### config.mk
export PLATFORM = sky130hd
export DESIGN_NAME = arm_mem_port_arbiter_flat
export DESIGN_NICKNAME = d
export VERILOG_FILES = /design/src/rtl/arm_mem_port_arbiter_pkg.sv /design/src/rtl/arm_mem_port_arbiter_if.sv /design/src/rtl/arm_mem_port_arbiter_prio_select.sv /design/src/rtl/arm_mem_port_arbiter.sv /design/src/flat_wrapper.sv
export SDC_FILE = /design/constraint.sdc
export NUM_CORES = 1
export LEC_CHECK = 0
export CAP_MARGIN = 20
export CORE_MARGIN = 2
export CORE_UTILIZATION = 42
export DETAILED_ROUTE_END_ITERATION = 16
export PLACE_DENSITY = 0.81
export SLEW_MARGIN = 20
export SYNTH_ARGS = -nofsm -noshare
export SYNTH_HDL_FRONTEND = slang
export SYNTH_SLANG_ARGS = --single-unit
### constraint.sdc
create_clock -name i_CLK -period 7.2 [get_ports i_CLK]
set_input_delay 2.16 -clock i_CLK [delete_from_list [all_inputs] [get_ports i_CLK]]
set_output_delay 2.16 -clock i_CLK [all_outputs]
set_load 0.02 [all_outputs]
### src/rtl/arm_mem_port_arbiter_pkg.sv
// Purpose: shared types and constants for the unified-memory port arbiter.
// Latency: n/a (types only).
// Backpressure: n/a (types only).
package arm_mem_pkg;

  typedef enum logic [1:0] {
    ARB_IDLE   = 2'd0,
    ARB_ACCESS = 2'd1,
    ARB_RESP   = 2'd2
  } arb_state_t;

  typedef enum logic {
    PORT_I = 1'b0,
    PORT_D = 1'b1
  } arb_port_t;

  // Word accesses only: any set bit under this mask is a misaligned address.
  localparam logic [1:0] ARB_ALIGN_MASK = 2'b11;

  function automatic logic arb_is_misaligned(input logic [1:0] addr_lsb);
    return (addr_lsb & ARB_ALIGN_MASK) != 2'b00;
  endfunction

endpackage

### src/rtl/arm_mem_port_arbiter_if.sv
// Purpose: request/response bundle for the fetch port, load/store port and memory.
// Latency: n/a (wires only).
// Backpressure: req held by requester until its one-cycle ack.
// Modports: slave = arbiter view (takes requests, drives memory);
//           master = requester/memory view (drives requests and read data).
interface arm_mem_port_arbiter_if #(
  parameter int BusWidth = 32
);

  // Instruction fetch port
  logic                i_I_Req;
  logic [BusWidth-1:0] i_I_Address;
  logic [BusWidth-1:0] o_I_ReadData;
  logic                o_I_Ack;
  logic                o_I_Err;

  // Load/store port
  logic                i_D_Req;
  logic                i_D_WriteEnable;
  logic [BusWidth-1:0] i_D_Address;
  logic [BusWidth-1:0] i_D_WriteData;
  logic [BusWidth-1:0] o_D_ReadData;
  logic                o_D_Ack;
  logic                o_D_Err;

  // Memory side
  logic [BusWidth-1:0] o_MemAddress;
  logic [BusWidth-1:0] o_MemWriteData;
  logic                o_MemWriteEnable;
  logic [BusWidth-1:0] i_MemReadData;

  logic                o_Busy;

  modport slave (
    input  i_I_Req, i_I_Address,
    output o_I_ReadData, o_I_Ack, o_I_Err,
    input  i_D_Req, i_D_WriteEnable, i_D_Address, i_D_WriteData,
    output o_D_ReadData, o_D_Ack, o_D_Err,
    output o_MemAddress, o_MemWriteData, o_MemWriteEnable,
    input  i_MemReadData,
    output o_Busy
  );

  modport master (
    output i_I_Req, i_I_Address,
    input  o_I_ReadData, o_I_Ack, o_I_Err,
    output i_D_Req, i_D_WriteEnable, i_D_Address, i_D_WriteData,
    input  o_D_ReadData, o_D_Ack, o_D_Err,
    input  o_MemAddress, o_MemWriteData, o_MemWriteEnable,
    output i_MemReadData,
    input  o_Busy
  );

endinterface

### src/rtl/arm_mem_port_arbiter_prio_select.sv
// Purpose: fixed-priority (D over I) winner select with a fetch starvation counter.
// Latency: grant is combinational; counter updates on the sampling edge.
// Backpressure: none; losing requester simply keeps its req high.
// Ports: i_CLK, i_RESET, req_i, req_d, sample_en -> o_grant_vld, o_grant_port.
module arm_mem_prio_select
  import arm_mem_pkg::*;
#(
  parameter int StarveLimit = 4
) (
  input  logic      i_CLK,
  input  logic      i_RESET,
  input  logic      req_i,
  input  logic      req_d,
  input  logic      sample_en,
  output logic      o_grant_vld,
  output arb_port_t o_grant_port
);

  localparam int                CntW   = $clog2(StarveLimit + 1);
  localparam logic [CntW-1:0] CntMax = CntW'(StarveLimit);

  logic [CntW-1:0] r_starve_cnt;
  logic            w_starved;

  assign w_starved = (r_starve_cnt == CntMax);

  always_comb begin
    o_grant_vld  = req_i | req_d;
    o_grant_port = PORT_D;
    // Fetch wins when alone, or when D has beaten a waiting fetch StarveLimit times.
    if (req_i && (!req_d || w_starved)) begin
      o_grant_port = PORT_I;
    end
  end

  always_ff @(posedge i_CLK or posedge i_RESET) begin
    if (i_RESET) begin
      r_starve_cnt <= '0;
    end else if (sample_en && o_grant_vld) begin
      if (o_grant_port == PORT_I) begin
        r_starve_cnt <= '0;
      end else if (req_i && !w_starved) begin
        r_starve_cnt <= r_starve_cnt + 1'b1;
      end
    end
  end

endmodule

### src/rtl/arm_mem_port_arbiter.sv
// Purpose: shares one unified memory between fetch (I) and load/store (D) requesters.
// Latency: req sampled in IDLE cycle N -> ack in cycle N+2; one access per 3 cycles.
// Backpressure: requests sampled only in IDLE; a loser holds req until served.
// Ports: i_CLK, i_RESET (async, active-high), bus (slave modport: I/D request
//        ports, memory address/wdata/we/rdata, busy).
module arm_mem_port_arbiter
  import arm_mem_pkg::*;
#(
  parameter int BusWidth    = 32,
  parameter int StarveLimit = 4
) (
  input  logic                 i_CLK,
  input  logic                 i_RESET,
  arm_mem_port_arbiter_if.slave bus
);

  arb_state_t          r_state;
  arb_state_t          w_next_state;
  arb_port_t           r_winner;
  logic [BusWidth-1:0] r_addr;
  logic [BusWidth-1:0] r_wdata;
  logic                r_we;
  logic                r_misalign;
  logic [BusWidth-1:0] r_i_rdata;
  logic [BusWidth-1:0] r_d_rdata;

  logic                w_sample_en;
  logic                w_grant_vld;
  arb_port_t           w_grant_port;
  logic [BusWidth-1:0] w_sel_addr;

  assign w_sample_en = (r_state == ARB_IDLE);
  assign w_sel_addr  = (w_grant_port == PORT_D) ? bus.i_D_Address : bus.i_I_Address;

  arm_mem_prio_select #(
    .StarveLimit (StarveLimit)
  ) u_prio_select (
    .i_CLK        (i_CLK),
    .i_RESET      (i_RESET),
    .req_i        (bus.i_I_Req),
    .req_d        (bus.i_D_Req),
    .sample_en    (w_sample_en),
    .o_grant_vld  (w_grant_vld),
    .o_grant_port (w_grant_port)
  );

  // State register
  always_ff @(posedge i_CLK or posedge i_RESET) begin
    if (i_RESET) begin
      r_state <= ARB_IDLE;
    end else begin
      r_state <= w_next_state;
    end
  end

  // Next state and outputs. Acks/errs/we decode straight from the state so an
  // async reset kills them in the same cycle.
  always_comb begin
    w_next_state         = r_state;
    bus.o_MemWriteEnable = 1'b0;
    bus.o_I_Ack          = 1'b0;
    bus.o_I_Err          = 1'b0;
    bus.o_D_Ack          = 1'b0;
    bus.o_D_Err          = 1'b0;
    case (r_state)
      ARB_IDLE: begin
        if (w_grant_vld) begin
          w_next_state = ARB_ACCESS;
        end
      end
      ARB_ACCESS: begin
        bus.o_MemWriteEnable = r_we & ~r_misalign;
        w_next_state         = ARB_RESP;
      end
      ARB_RESP: begin
        bus.o_I_Ack  = (r_winner == PORT_I);
        bus.o_I_Err  = (r_winner == PORT_I) & r_misalign;
        bus.o_D_Ack  = (r_winner == PORT_D);
        bus.o_D_Err  = (r_winner == PORT_D) & r_misalign;
        w_next_state = ARB_IDLE;
      end
      default: begin
        w_next_state = ARB_IDLE;
      end
    endcase
  end

  // Request latch, taken only on the IDLE sampling edge.
  always_ff @(posedge i_CLK or posedge i_RESET) begin
    if (i_RESET) begin
      r_winner   <= PORT_I;
      r_addr     <= '0;
      r_wdata    <= '0;
      r_we       <= 1'b0;
      r_misalign <= 1'b0;
    end else if (w_sample_en && w_grant_vld) begin
      r_winner   <= w_grant_port;
      r_addr     <= w_sel_addr;
      r_misalign <= arb_is_misaligned(w_sel_addr[1:0]);
      if (w_grant_port == PORT_D) begin
        r_wdata <= bus.i_D_WriteData;
        r_we    <= bus.i_D_WriteEnable;
      end else begin
        // Fetch never writes; r_wdata keeps its last value on the memory bus.
        r_we    <= 1'b0;
      end
    end
  end

  // Read capture: only the winner's register moves, and only during ACCESS.
  // A store also captures (the pre-write memory word).
  always_ff @(posedge i_CLK or posedge i_RESET) begin
    if (i_RESET) begin
      r_i_rdata <= '0;
      r_d_rdata <= '0;
    end else if (r_state == ARB_ACCESS) begin
      if (r_winner == PORT_I) begin
        r_i_rdata <= r_misalign ? '0 : bus.i_MemReadData;
      end else begin
        r_d_rdata <= r_misalign ? '0 : bus.i_MemReadData;
      end
    end
  end

  assign bus.o_MemAddress   = r_addr;
  assign bus.o_MemWriteData = r_wdata;
  assign bus.o_I_ReadData   = r_i_rdata;
  assign bus.o_D_ReadData   = r_d_rdata;
  assign bus.o_Busy         = (r_state != ARB_IDLE);

endmodule

### src/flat_wrapper.sv
// flat-port wrapper written by rule: the top's interface ports become plain ports
module arm_mem_port_arbiter_flat import arm_mem_pkg::*;
#(
  parameter int BusWidth    = 32,
  parameter int StarveLimit = 4
)
  (i_CLK, i_RESET, bus_i_I_Req, bus_i_I_Address, bus_o_I_ReadData, bus_o_I_Ack, bus_o_I_Err, bus_i_D_Req, bus_i_D_WriteEnable, bus_i_D_Address, bus_i_D_WriteData, bus_o_D_ReadData, bus_o_D_Ack, bus_o_D_Err, bus_o_MemAddress, bus_o_MemWriteData, bus_o_MemWriteEnable, bus_i_MemReadData, bus_o_Busy);
  arm_mem_port_arbiter_if #(.BusWidth(BusWidth)) bus_i ();
  input  logic i_CLK;
  input  logic i_RESET;
  input wire logic [$bits(bus_i.i_I_Req)-1:0] bus_i_I_Req;
  input wire logic [$bits(bus_i.i_I_Address)-1:0] bus_i_I_Address;
  output wire logic [$bits(bus_i.o_I_ReadData)-1:0] bus_o_I_ReadData;
  output wire logic [$bits(bus_i.o_I_Ack)-1:0] bus_o_I_Ack;
  output wire logic [$bits(bus_i.o_I_Err)-1:0] bus_o_I_Err;
  input wire logic [$bits(bus_i.i_D_Req)-1:0] bus_i_D_Req;
  input wire logic [$bits(bus_i.i_D_WriteEnable)-1:0] bus_i_D_WriteEnable;
  input wire logic [$bits(bus_i.i_D_Address)-1:0] bus_i_D_Address;
  input wire logic [$bits(bus_i.i_D_WriteData)-1:0] bus_i_D_WriteData;
  output wire logic [$bits(bus_i.o_D_ReadData)-1:0] bus_o_D_ReadData;
  output wire logic [$bits(bus_i.o_D_Ack)-1:0] bus_o_D_Ack;
  output wire logic [$bits(bus_i.o_D_Err)-1:0] bus_o_D_Err;
  output wire logic [$bits(bus_i.o_MemAddress)-1:0] bus_o_MemAddress;
  output wire logic [$bits(bus_i.o_MemWriteData)-1:0] bus_o_MemWriteData;
  output wire logic [$bits(bus_i.o_MemWriteEnable)-1:0] bus_o_MemWriteEnable;
  input wire logic [$bits(bus_i.i_MemReadData)-1:0] bus_i_MemReadData;
  output wire logic [$bits(bus_i.o_Busy)-1:0] bus_o_Busy;
  assign bus_i.i_I_Req = bus_i_I_Req;
  assign bus_i.i_I_Address = bus_i_I_Address;
  assign bus_o_I_ReadData = bus_i.o_I_ReadData;
  assign bus_o_I_Ack = bus_i.o_I_Ack;
  assign bus_o_I_Err = bus_i.o_I_Err;
  assign bus_i.i_D_Req = bus_i_D_Req;
  assign bus_i.i_D_WriteEnable = bus_i_D_WriteEnable;
  assign bus_i.i_D_Address = bus_i_D_Address;
  assign bus_i.i_D_WriteData = bus_i_D_WriteData;
  assign bus_o_D_ReadData = bus_i.o_D_ReadData;
  assign bus_o_D_Ack = bus_i.o_D_Ack;
  assign bus_o_D_Err = bus_i.o_D_Err;
  assign bus_o_MemAddress = bus_i.o_MemAddress;
  assign bus_o_MemWriteData = bus_i.o_MemWriteData;
  assign bus_o_MemWriteEnable = bus_i.o_MemWriteEnable;
  assign bus_i.i_MemReadData = bus_i_MemReadData;
  assign bus_o_Busy = bus_i.o_Busy;
  arm_mem_port_arbiter #(.BusWidth(BusWidth), .StarveLimit(StarveLimit)) u_core (.i_CLK(i_CLK), .i_RESET(i_RESET), .bus(bus_i));
endmodule
==> results of run 1 <==
## state kept, by name (all words and copies together) (netlist names)
name,count
u_core.bus.o_D_ReadData,32
u_core.bus.o_I_ReadData,32
u_core.bus.o_MemAddress,32
u_core.bus.o_MemWriteData,32
u_core.u_prio_select.r_starve_cnt,3
u_core.r_state,2
u_core.r_misalign,1
u_core.r_we,1
u_core.r_winner,1
## worst max-delay path, cell delays in order, from the launching register on
cell	delay, ns
dfrtp_1	0.44
nor2_4	0.12
buf_4	0.54
inv_1	0.63
clkdlybuf4s50_1	0.70
## report_power, final
group          internal, mW  switching (mW)  total (mW)
Combinational         0.913            1.04        1.95
Sequential             1.09           0.222        1.32
Clock                 0.632           0.312       0.945
## cell families (layout without fill, tap and decap cells)
logic type | Yosys count | in the layout | share of synthesized area
simple gates | 186 | 186 | 0.1599
compound gates | 139 | 139 | 0.1595
flops | 136 | 136 | 0.5730
buf+inv | 54 | 307 | 0.04276
mux | 32 | 32 | 0.06067
fa+ha+maj | 2 | 2 | 0.004213
## per-layer routing
metal / vias to the layer above / share of wire / global-route usage
met4: 0 / 0.021 / 0.08405
met2: 274 / 0.49 / 0.3833
met5: - / 0 / 0
met3: 31 / 0.096 / 0.08118
li1: 2423 / - / -
met1: 2594 / 0.39 / 0.2751
## through the flow
step | power [mW] | hold slack [ns]
6_report | 4.212 | 0.4823
5_1_grt | 4.455 | 0.5072
4_1_cts | 4.235 | 0.4878
3_5_place_dp | 3.273 | 0.4703
3_3_place_gp | 3.211 | 0.4614
2_1_floorplan | 2.371 | 0.4486
## worst max path at each step
stage | cells after the start | to | slack (ns) | start
finish | 4 | bus_o_Busy | 2.15 | u_core.r_state[0]
global route | 4 | bus_o_Busy | 2.02 | u_core.r_state[0]
floorplan | 1 | u_core.bus.o_D_ReadData[0] | 1.40 | i_RESET
CTS | 4 | bus_o_Busy | 2.17 | u_core.r_state[0]
global placement | 4 | u_core.bus.o_MemAddress[14] | 2.35 | bus_i_D_Req
detailed placement | 4 | u_core.bus.o_MemAddress[14] | 2.29 | bus_i_D_Req
## synthesized netlist by cell type, types with 2 or more instances
cell type | number | share of area
o2bb2ai_1 | 2 | 0.0029
nor2b_1 | 3 | 0.0032
buf_6 | 5 | 0.0095
dfrtp_1 | 136 | 0.57
nand3_1 | 35 | 0.029
o211ai_2 | 29 | 0.061
and2_1 | 2 | 0.0021
ha_1 | 2 | 0.0042
nand2_1 | 69 | 0.044
clkbuf_1 | 30 | 0.019
o211ai_1 | 3 | 0.0038
inv_1 | 5 | 0.0032
nor2_1 | 3 | 0.0019
nand4_1 | 32 | 0.034
nand2b_1 | 33 | 0.035
mux2_2 | 32 | 0.061
buf_1 | 5 | 0.0032
buf_2 | 8 | 0.0067
o21ai_0 | 98 | 0.083
## area by class of cell
cell class                 count  area, µm²  area share
sequential                   136       3403      0.3659
timing repair buffer         271       2700      0.2903
multi-input combinational    359       2298      0.2471
clock buffer                  24      511.7     0.05502
tap                          180      225.2     0.02422
clock inverter                 7      137.6     0.01480
inverter                       5      23.77    0.002556
==> reports/results.ini, run 1 <==
[status]
status=complete, no violations

[layout]
postLayoutCellArea_mm2=0.009300
n_antenna_cell=0
final_layout_size_suffix_gt1_frac=0.1284
area_growth_pct=56.58
final_net_count=925
fin_util=0.6726
layout_common_cells=clkdlybuf4s50_1 (266), dfrtp_1 (136), o21ai_0 (98)
stdcell_count=982
final_common_cell=clkdlybuf4s50_1
n_fill_cell=979

[clock_network]
ctsHoldBuffers=0
clockBufferDepth=2
clock_sinks=136
cts_root_buffer=clkbuf_16
cts.htree.levels=4
clk_pin_slew_worst_paths_ns=0.06
postCtsResizedCells=0
clkLatencyLatePin_ns=0.42
cts_tree=yes
cts_buffers=17
postCtsSetupBuffers=0

[timing]
max_slew_margin=0.2576
rsz0062_at_grt=no
tightest_slew_ns=1.114
slew_viol_final=0
setup_ws_ns=2.148
setup-tns-final_ns=0
setup_violations=0
fmax_mhz=198.0
finClkSkew_ns=0.01014
post-route-period-util=0.7016
hold_violations=0
final.min_clock_period_ns=5.052

[global_route]
first_global_vias=5246
grt_start_max_net_pins=80
grt_pass1_wl_um=26730
grt_overflow=0
track_usage=0.2301
antenna_found_initial=0

[worst_setup_path]
r2r_start=u_core.u_prio_select.r_starve_cnt[0]
path_max_fanout=68
critPathRequiredTime_ns=5.04
r2r_setup_slack_ns=4.31
ff2ff_path_depth=5
worst_ep_arrival_time_ns=2.89
path_class=reg2out
timing.rr.end=u_core.bus.o_MemAddress[14]
startpoint_type=register
end_kind=output pin

[detailed_routing]
vias_per_cell=5.420
drtPass1Iterations=5
detail_route.iter0.violations=264
routed_wl_um=17380
antenna_left=0
num_vias=5322
drc=0
avgRoutedWirePerCell_um=17.69

[floorplan]
rows=43
initial_utilization=0.4296
io_pins=267
die_w_um=122.9
fp.dieH_um=122.9
core_region_area_mm2=0.01383
die_area_mm2=0.01511

[yosys]
ys_types=36
synth_nets=684
async_flop_share=1.000
yosys_most_used_dff=dfrtp_1
syn_area_per_cell_um2=10.82
synth_edf_count=0
synthesis.area_mm2=0.005939
ys_ff_latch=136
yosysSeqAreaShare=0.5730
yosys_warnings=0
netlist_instances=549

[placement]
hpwl_um=11810
placed_cells_incl_taps=951
dp_slack_ns=2.293
placed_area_mm2=0.008643
place.gp.congestion=0.7817
port_buffers=266

[hold_path]
holdPathEnd=u_core.bus.o_D_ReadData[4]
holdPathStages=2
min_path_type=reg2reg
min-delay-start=u_core.bus.o_D_ReadData[4]

[power]
power.density_mw_per_mm2=452.9
leakage_nw=3.883
ir_drop_mv=0.1898

[job]
cap_violations=0

Power figures use the tool's default switching activity.
==> inputs of run 2 (changes only) <==
clock period = 4.7 ns   (was 7.2 ns; I/O delays follow)
==> run 2 against run 1 <==
Wire length is 2.5% higher. Sequential share of layout area is 0.30 points lower. Register-to-register slack worse by 1.6 ns. Cell count is 0.61% higher. Utilization is 0.56 points higher. Largest cell class unchanged. Power is 56% higher. Non-clock buffer count is 5 higher. Final area is 0.83% higher. First-iteration DRC count is 52% higher. Clock skew is 0.0025 ns lower.
==> reports/results.ini, run 2 (synthesis gave the netlist of run 1 again) <==
[clock_network]
clkLatencyLatePin_ns=0.41  ; about the same
clockBufferDepth=2  ; unchanged
cts.htree.levels=4  ; unchanged
cts_tree=yes
cts_buffers=17  ; unchanged
postCtsSetupBuffers=0  ; unchanged
clk_pin_slew_worst_paths_ns=0.05  ; about the same
cts_root_buffer=clkbuf_16
clock_sinks=136  ; unchanged
postCtsResizedCells=0  ; unchanged
ctsHoldBuffers=0  ; unchanged

[job]
cap_violations=0  ; unchanged

[worst_setup_path]
worst_ep_arrival_time_ns=1.97  ; -0.92 ns
path_cells=nor2b_1 -> nor2b_1 -> clkdlybuf4s50_1
critPathBufInv=1  ; -2
cpMostUsedCell=nor2b_1
end_kind=output pin
startpoint_type=register
slowest_delay_ns=0.67  ; -0.03 ns
critPathRequiredTime_ns=3.29  ; -1.75 ns
path_delay_family=buffers and inverters
cp_slowest_cell=clkdlybuf4s50_1
path_max_fanout=6  ; -91%
path_class=reg2out

[floorplan]
io_pins=267  ; unchanged
die_area_mm2=0.01511  ; unchanged
initial_utilization=0.4296  ; unchanged
die_w_um=122.9  ; unchanged
core_region_area_mm2=0.01383  ; unchanged
fp.dieH_um=122.9  ; unchanged
rows=43  ; unchanged

[detailed_routing]
num_vias=5285  ; -0.70%
avgRoutedWirePerCell_um=18.02  ; +1.9%
drtPass1Iterations=5  ; unchanged
detail_route.iter0.violations=400  ; +52%
drc=0  ; unchanged
vias_per_cell=5.349  ; -1.3%
antenna_left=0  ; unchanged
routed_wl_um=17810  ; +2.5%

[global_route]
antenna_found_initial=0  ; unchanged
grt_start_max_net_pins=71  ; -11%
first_global_vias=5275  ; +0.55%
grt_overflow=0  ; unchanged
grt_pass1_wl_um=27320  ; +2.2%
track_usage=0.2357  ; +0.005563

[power]
clkPwrFrac=0.231  ; +0.007
sw_frac_of_total=0.3732  ; about the same
p_switching_mw=2.450  ; +56%
ir_drop_mv=0.4052  ; +110%
pwr-share-seq=0.301  ; -0.011
power.density_mw_per_mm2=700.1  ; +55%
combPwrFrac=0.468  ; +0.005
p_int_mw=4.115  ; +56%
leakage_nw=3.913  ; +0.77%

[timing]
final.min_clock_period_ns=3.382
rsz0062_at_grt=no
finClkSkew_ns=0.007643  ; -0.002497 ns
post-route-period-util=0.7196
max_slew_margin=0.3697  ; +0.1121
setup-tns-final_ns=0  ; unchanged
setup_violations=0  ; unchanged
hold_violations=0  ; unchanged
fmax_mhz=295.7
tightest_slew_ns=0.9454  ; -0.1682 ns
slew_viol_final=0  ; unchanged

[placement]
placed_cells_incl_taps=956  ; +0.53%
hpwl_um=12250  ; +3.7%
placed_area_mm2=0.008692  ; +0.56%
place.gp.congestion=0.8554  ; +9.4%
port_buffers=266  ; unchanged

[hold_path]
min_path_type=reg2reg

[layout]
final_layout_size_suffix_gt1_frac=0.1337  ; +0.005234
final_net_count=930  ; +0.54%
postLayoutCellArea_mm2=0.009378  ; +0.83%
n_antenna_cell=0  ; unchanged
final_common_cell=clkdlybuf4s50_1
layout_common_cells=clkdlybuf4s50_1 (266), dfrtp_1 (136), o21ai_0 (98)
area_growth_pct=57.89
stdcell_count=988  ; +0.61%

[status]
status=complete, no violations

==> run 2: layout make-up <==
cell class / instances / area, µm²
Fill cell: 1002 / 4449
Sequential cell: 136 / 3403
Timing Repair Buffer: 276 / 2750
Multi-Input combinational cell: 359 / 2298
Clock buffer: 21 / 460.4
Tap cell: 180 / 225.2
Clock inverter: 11 / 217.7
Inverter: 5 / 22.52
==> run 2: layer usage <==
layer  vias to the layer above  track usage  wire (µm)
li1                       2425            -          -
met1                      2579       0.2833       6974
met2                       256       0.4040       8986
met3                        25      0.06827       1574
met4                         0      0.08190        270
met5                         -            0          0
==> run 2: worst paths after layout <==
path                            slack, ns  cells past startpoint                             to                        start
worst max-delay path                 1.32                      3                    bus_o_I_Ack            u_core.r_state[1]
min in group asynchronous            1.43                      2     u_core.bus.o_I_ReadData[5]                      i_RESET
worst max register to register       2.66                      5  u_core.bus.o_MemWriteData[22]            u_core.r_state[0]
worst min-delay path                 0.48                      2    u_core.bus.o_I_ReadData[16]  u_core.bus.o_I_ReadData[16]
max in group asynchronous            2.35                      3    u_core.bus.o_I_ReadData[12]                      i_RESET
worst min register to register       0.48                      2    u_core.bus.o_I_ReadData[16]  u_core.bus.o_I_ReadData[16]
==> run 2: worst reg2reg max path, stage by stage, from the launching register on <==
cell     delay, ns
dfrtp_1       0.45
nor2_4        0.13
buf_4         0.52
nand3_1       0.16
buf_4         0.29
mux2_2        0.37
==> run 2: power by group through the flow <==
| stage | Clock (mW) | Sequential (mW) | Combinational (mW) |
|---|---|---|---|
| after detailed placement | 0 | 1.98 | 3.07 |
| after CTS | 1.54 | 1.98 | 3.08 |
| final | 1.52 | 1.98 | 3.07 |
| after floorplan | 0 | 2.51 | 1.12 |
| after global placement | 0 | 1.96 | 2.98 |
| after global routing | 1.60 | 2.04 | 3.29 |
==> run 2: stage by stage <==
stage | power, mW | hold WS [ns] | util | setup slack, ns
4_1_cts | 6.605 | 0.4816 | 0.6777 | 1.315
3_3_place_gp | 4.944 | 0.4617 | 0.6286 | 1.153
2_1_floorplan | 3.633 | 0.4486 | - | 1.597
5_1_grt | 6.919 | 0.5011 | 0.6782 | 1.246
6_report | 6.565 | 0.4808 | 0.6782 | 1.318
3_5_place_dp | 5.045 | 0.4691 | 0.6286 | 1.115
==> RTL edit (flow settings as in run 2) <==
`StarveLimit` is set to 4 in 3 places; all go to 8.
--- a/src/rtl/arm_mem_port_arbiter_prio_select.sv
+++ b/src/rtl/arm_mem_port_arbiter_prio_select.sv
@@ -5,7 +5,7 @@
 module arm_mem_prio_select
   import arm_mem_pkg::*;
 #(
-  parameter int StarveLimit = 4
+  parameter int StarveLimit = 8
 ) (
   input  logic      i_CLK,
   input  logic      i_RESET,
--- a/src/rtl/arm_mem_port_arbiter.sv
+++ b/src/rtl/arm_mem_port_arbiter.sv
@@ -7,7 +7,7 @@
   import arm_mem_pkg::*;
 #(
   parameter int BusWidth    = 32,
-  parameter int StarveLimit = 4
+  parameter int StarveLimit = 8
 ) (
   input  logic                 i_CLK,
   input  logic                 i_RESET,
--- a/src/flat_wrapper.sv
+++ b/src/flat_wrapper.sv
@@ -2,7 +2,7 @@
 module arm_mem_port_arbiter_flat import arm_mem_pkg::*;
 #(
   parameter int BusWidth    = 32,
-  parameter int StarveLimit = 4
+  parameter int StarveLimit = 8
 )
   (i_CLK, i_RESET, bus_i_I_Req, bus_i_I_Address, bus_o_I_ReadData, bus_o_I_Ack, bus_o_I_Err, bus_i_D_Req, bus_i_D_WriteEnable, bus_i_D_Address, bus_i_D_WriteData, bus_o_D_ReadData, bus_o_D_Ack, bus_o_D_Err, bus_o_MemAddress, bus_o_MemWriteData, bus_o_MemWriteEnable, bus_i_MemReadData, bus_o_Busy);
   arm_mem_port_arbiter_if #(.BusWidth(BusWidth)) bus_i ();
Check against the original RTL: same outputs for any inputs over 10 cycles, from zero or initial values and one cycle with i_RESET high; that may be too few to reach the edited logic, so the function may still have changed.
==> RTL edit against run 2 <==
- area after synthesis is 1.1% lower
- sequential power is 4% lower
- register-to-register slack worse by 0.61 ns
- total power is 7.5% lower
- critical endpoint is now bus_o_I_Err
- design area is 1.1% lower
- sequential cell count is 1 higher
- clock power hardly changed
- largest cell class unchanged
- worst setup slack worse by 0.25 ns
- largest power group unchanged
- non-clock buffer count is 2 lower
- routed wire length is 4.2% lower
- die area is 1.1% lower
==> RTL edit: results <==
# TYPE chip_impl_metric gauge
chip_impl_metric{name="place_hpwl",unit="um"} 11900
chip_impl_metric{name="ir_drop_worst_vdd",unit="mV"} 0.342
chip_impl_metric{name="route.detailed.wl_per_inst",unit="um"} 17.2
chip_impl_info{name="top_cell_family_by_delay_on_the_critical_path",value="flip-flops"} 1
chip_impl_metric{name="maximum_number_of_pins_on_one_net_before_global_route_repair",unit=""} 138
chip_impl_metric{name="mappedNetlistNets",unit=""} 686
chip_impl_metric{name="first_global_vias",unit=""} 5346
chip_impl_metric{name="grt_pass1_wl",unit="um"} 26500
chip_impl_metric{name="drt-initial-drc-count",unit=""} 307
chip_impl_metric{name="max-slew-margin-rel",unit="%"} 35.0
chip_impl_info{name="run_status",value="finished, final reports clean"} 1
chip_impl_metric{name="gr-usage-all-layers",unit="%"} 22.8
chip_impl_metric{name="timing.critical_path.arrival",unit="ns"} 2.22
chip_impl_metric{name="finish.net_count",unit=""} 933
chip_impl_metric{name="synth_cell_types",unit=""} 33
chip_impl_metric{name="seq_area_frac_synth",unit="%"} 58.4
chip_impl_metric{name="grt_util_met3",unit="%"} 7.85
chip_impl_info{name="hold_start",value="u_core.bus.o_D_ReadData[16]"} 1
chip_impl_metric{name="num_vias",unit=""} 5244
chip_impl_metric{name="drive_gt1_share",unit="%"} 9.74
chip_impl_metric{name="globalplace.congestion",unit=""} 0.833
chip_impl_metric{name="cts-htree-levels",unit=""} 4
chip_impl_metric{name="grt.met2_usage",unit="%"} 38.8
chip_impl_metric{name="placed_area",unit="um2"} 8600
chip_impl_metric{name="antenna_found_initial",unit=""} 0
chip_impl_info{name="min-delay-path-class",value="reg -> reg"} 1
chip_impl_info{name="post_synth_most_frequent_cells",value="137 x dfrtp_1, 66 x nand2_1, 40 x inv_1, 39 x o21ai_0, 35 x nand3_1"} 1
chip_impl_metric{name="cpPeakStageDelay",unit="ns"} 0.98
chip_impl_metric{name="total_leakage_power",unit="nW"} 3.86
chip_impl_info{name="slowest_stage",value="dfrtp_1"} 1
chip_impl_info{name="synth_area_leaders",value="dfrtp_1 58%, mux2_2 6.1%, o221ai_1 4.8%"} 1
chip_impl_metric{name="synth-warning-count",unit=""} 0
chip_impl_metric{name="finalClockSkew",unit="ns"} 0.00652
chip_impl_metric{name="groute.layer.met1.usage",unit="%"} 26.1
chip_impl_info{name="cp-startpoint",value="u_core.r_misalign"} 1
chip_impl_metric{name="clock_insertion_delay_worst_skew",unit="ns"} 0.41
chip_impl_metric{name="cp_max_fo",unit=""} 36
chip_impl_metric{name="drt_first_pass_iters",unit=""} 6
## RTL edit: changes by cell type after synthesis, moves of 3 or more
cell / change
buf_1: -5
buf_2: +9
clkbuf_1: -9
inv_1: +35
nand2_1: -3
nor3b_1: +3
o211ai_1: -3
o211ai_2: -29
o21ai_0: -59
o21ai_1: +30
o221ai_1: +32
## RTL edit: report_power, final
part | switching [mW] | internal [mW] | total [mW]
sequential | 0.292 | 1.61 | 1.90
clock | 0.494 | 1.02 | 1.52
combinational | 1.42 | 1.24 | 2.66
## RTL edit: path summary, 6_finish.rpt
path | to | slack [ns] | cells past startpoint
max in group asynchronous | u_core.r_we | 2.57 | 3
min in group asynchronous | u_core.bus.o_D_ReadData[20] | 1.58 | 3
max reg2reg | u_core.bus.o_MemWriteData[1] | 2.05 | 4
min | u_core.bus.o_D_ReadData[16] | 0.48 | 2
min reg2reg | u_core.bus.o_D_ReadData[16] | 0.48 | 2
max | bus_o_I_Err | 1.07 | 2
## RTL edit: area by class of cell
class / instances / area (um2)
clock buffer: 20 / 457
clock inverter: 12 / 219
fill: 1039 / 4500
inverter: 40 / 154
multi-input combinational: 328 / 2050
sequential: 137 / 3430
tap: 180 / 225
timing repair buffer: 274 / 2740
## RTL edit: per-stage QoR
step / cells / setup slack [ns]
CTS: 991 / 0.986
finish: 991 / 1.07
detailed placement: 959 / 0.809
floorplan: 551 / 1.58
global route: 991 / 0.871
global placement: 959 / 0.923
## RTL edit: worst reg2reg max path, cell delays in order, from the launching register on
cell and delay [ns]:
dfrtp_1 0.47, nor2_4 0.16, buf_4 0.55, nand3_2 0.77
mux2_2 0.58
## RTL edit: kinds of logic (layout without fill, tap and decap cells)
logic type                 count (synthesis)  in the layout  share of synthesized area (%)
and+or+nand+nor                          188            188                           17.0
DFF                                      137            137                           58.4
AOI/OAI and AO/OA                        105            105                           11.2
buffers and inverters                     86            346                           6.69
muxes                                     33             33                           6.31
adders and majority gates                  2              2                          0.426
## RTL edit: routing by layer
layer  vias to the layer above  wire length [um]
li1                       2414                 -
met1                      2521              6320
met2                       273              8480
met3                        36              1760
met4                         0               495
met5                         -                 0
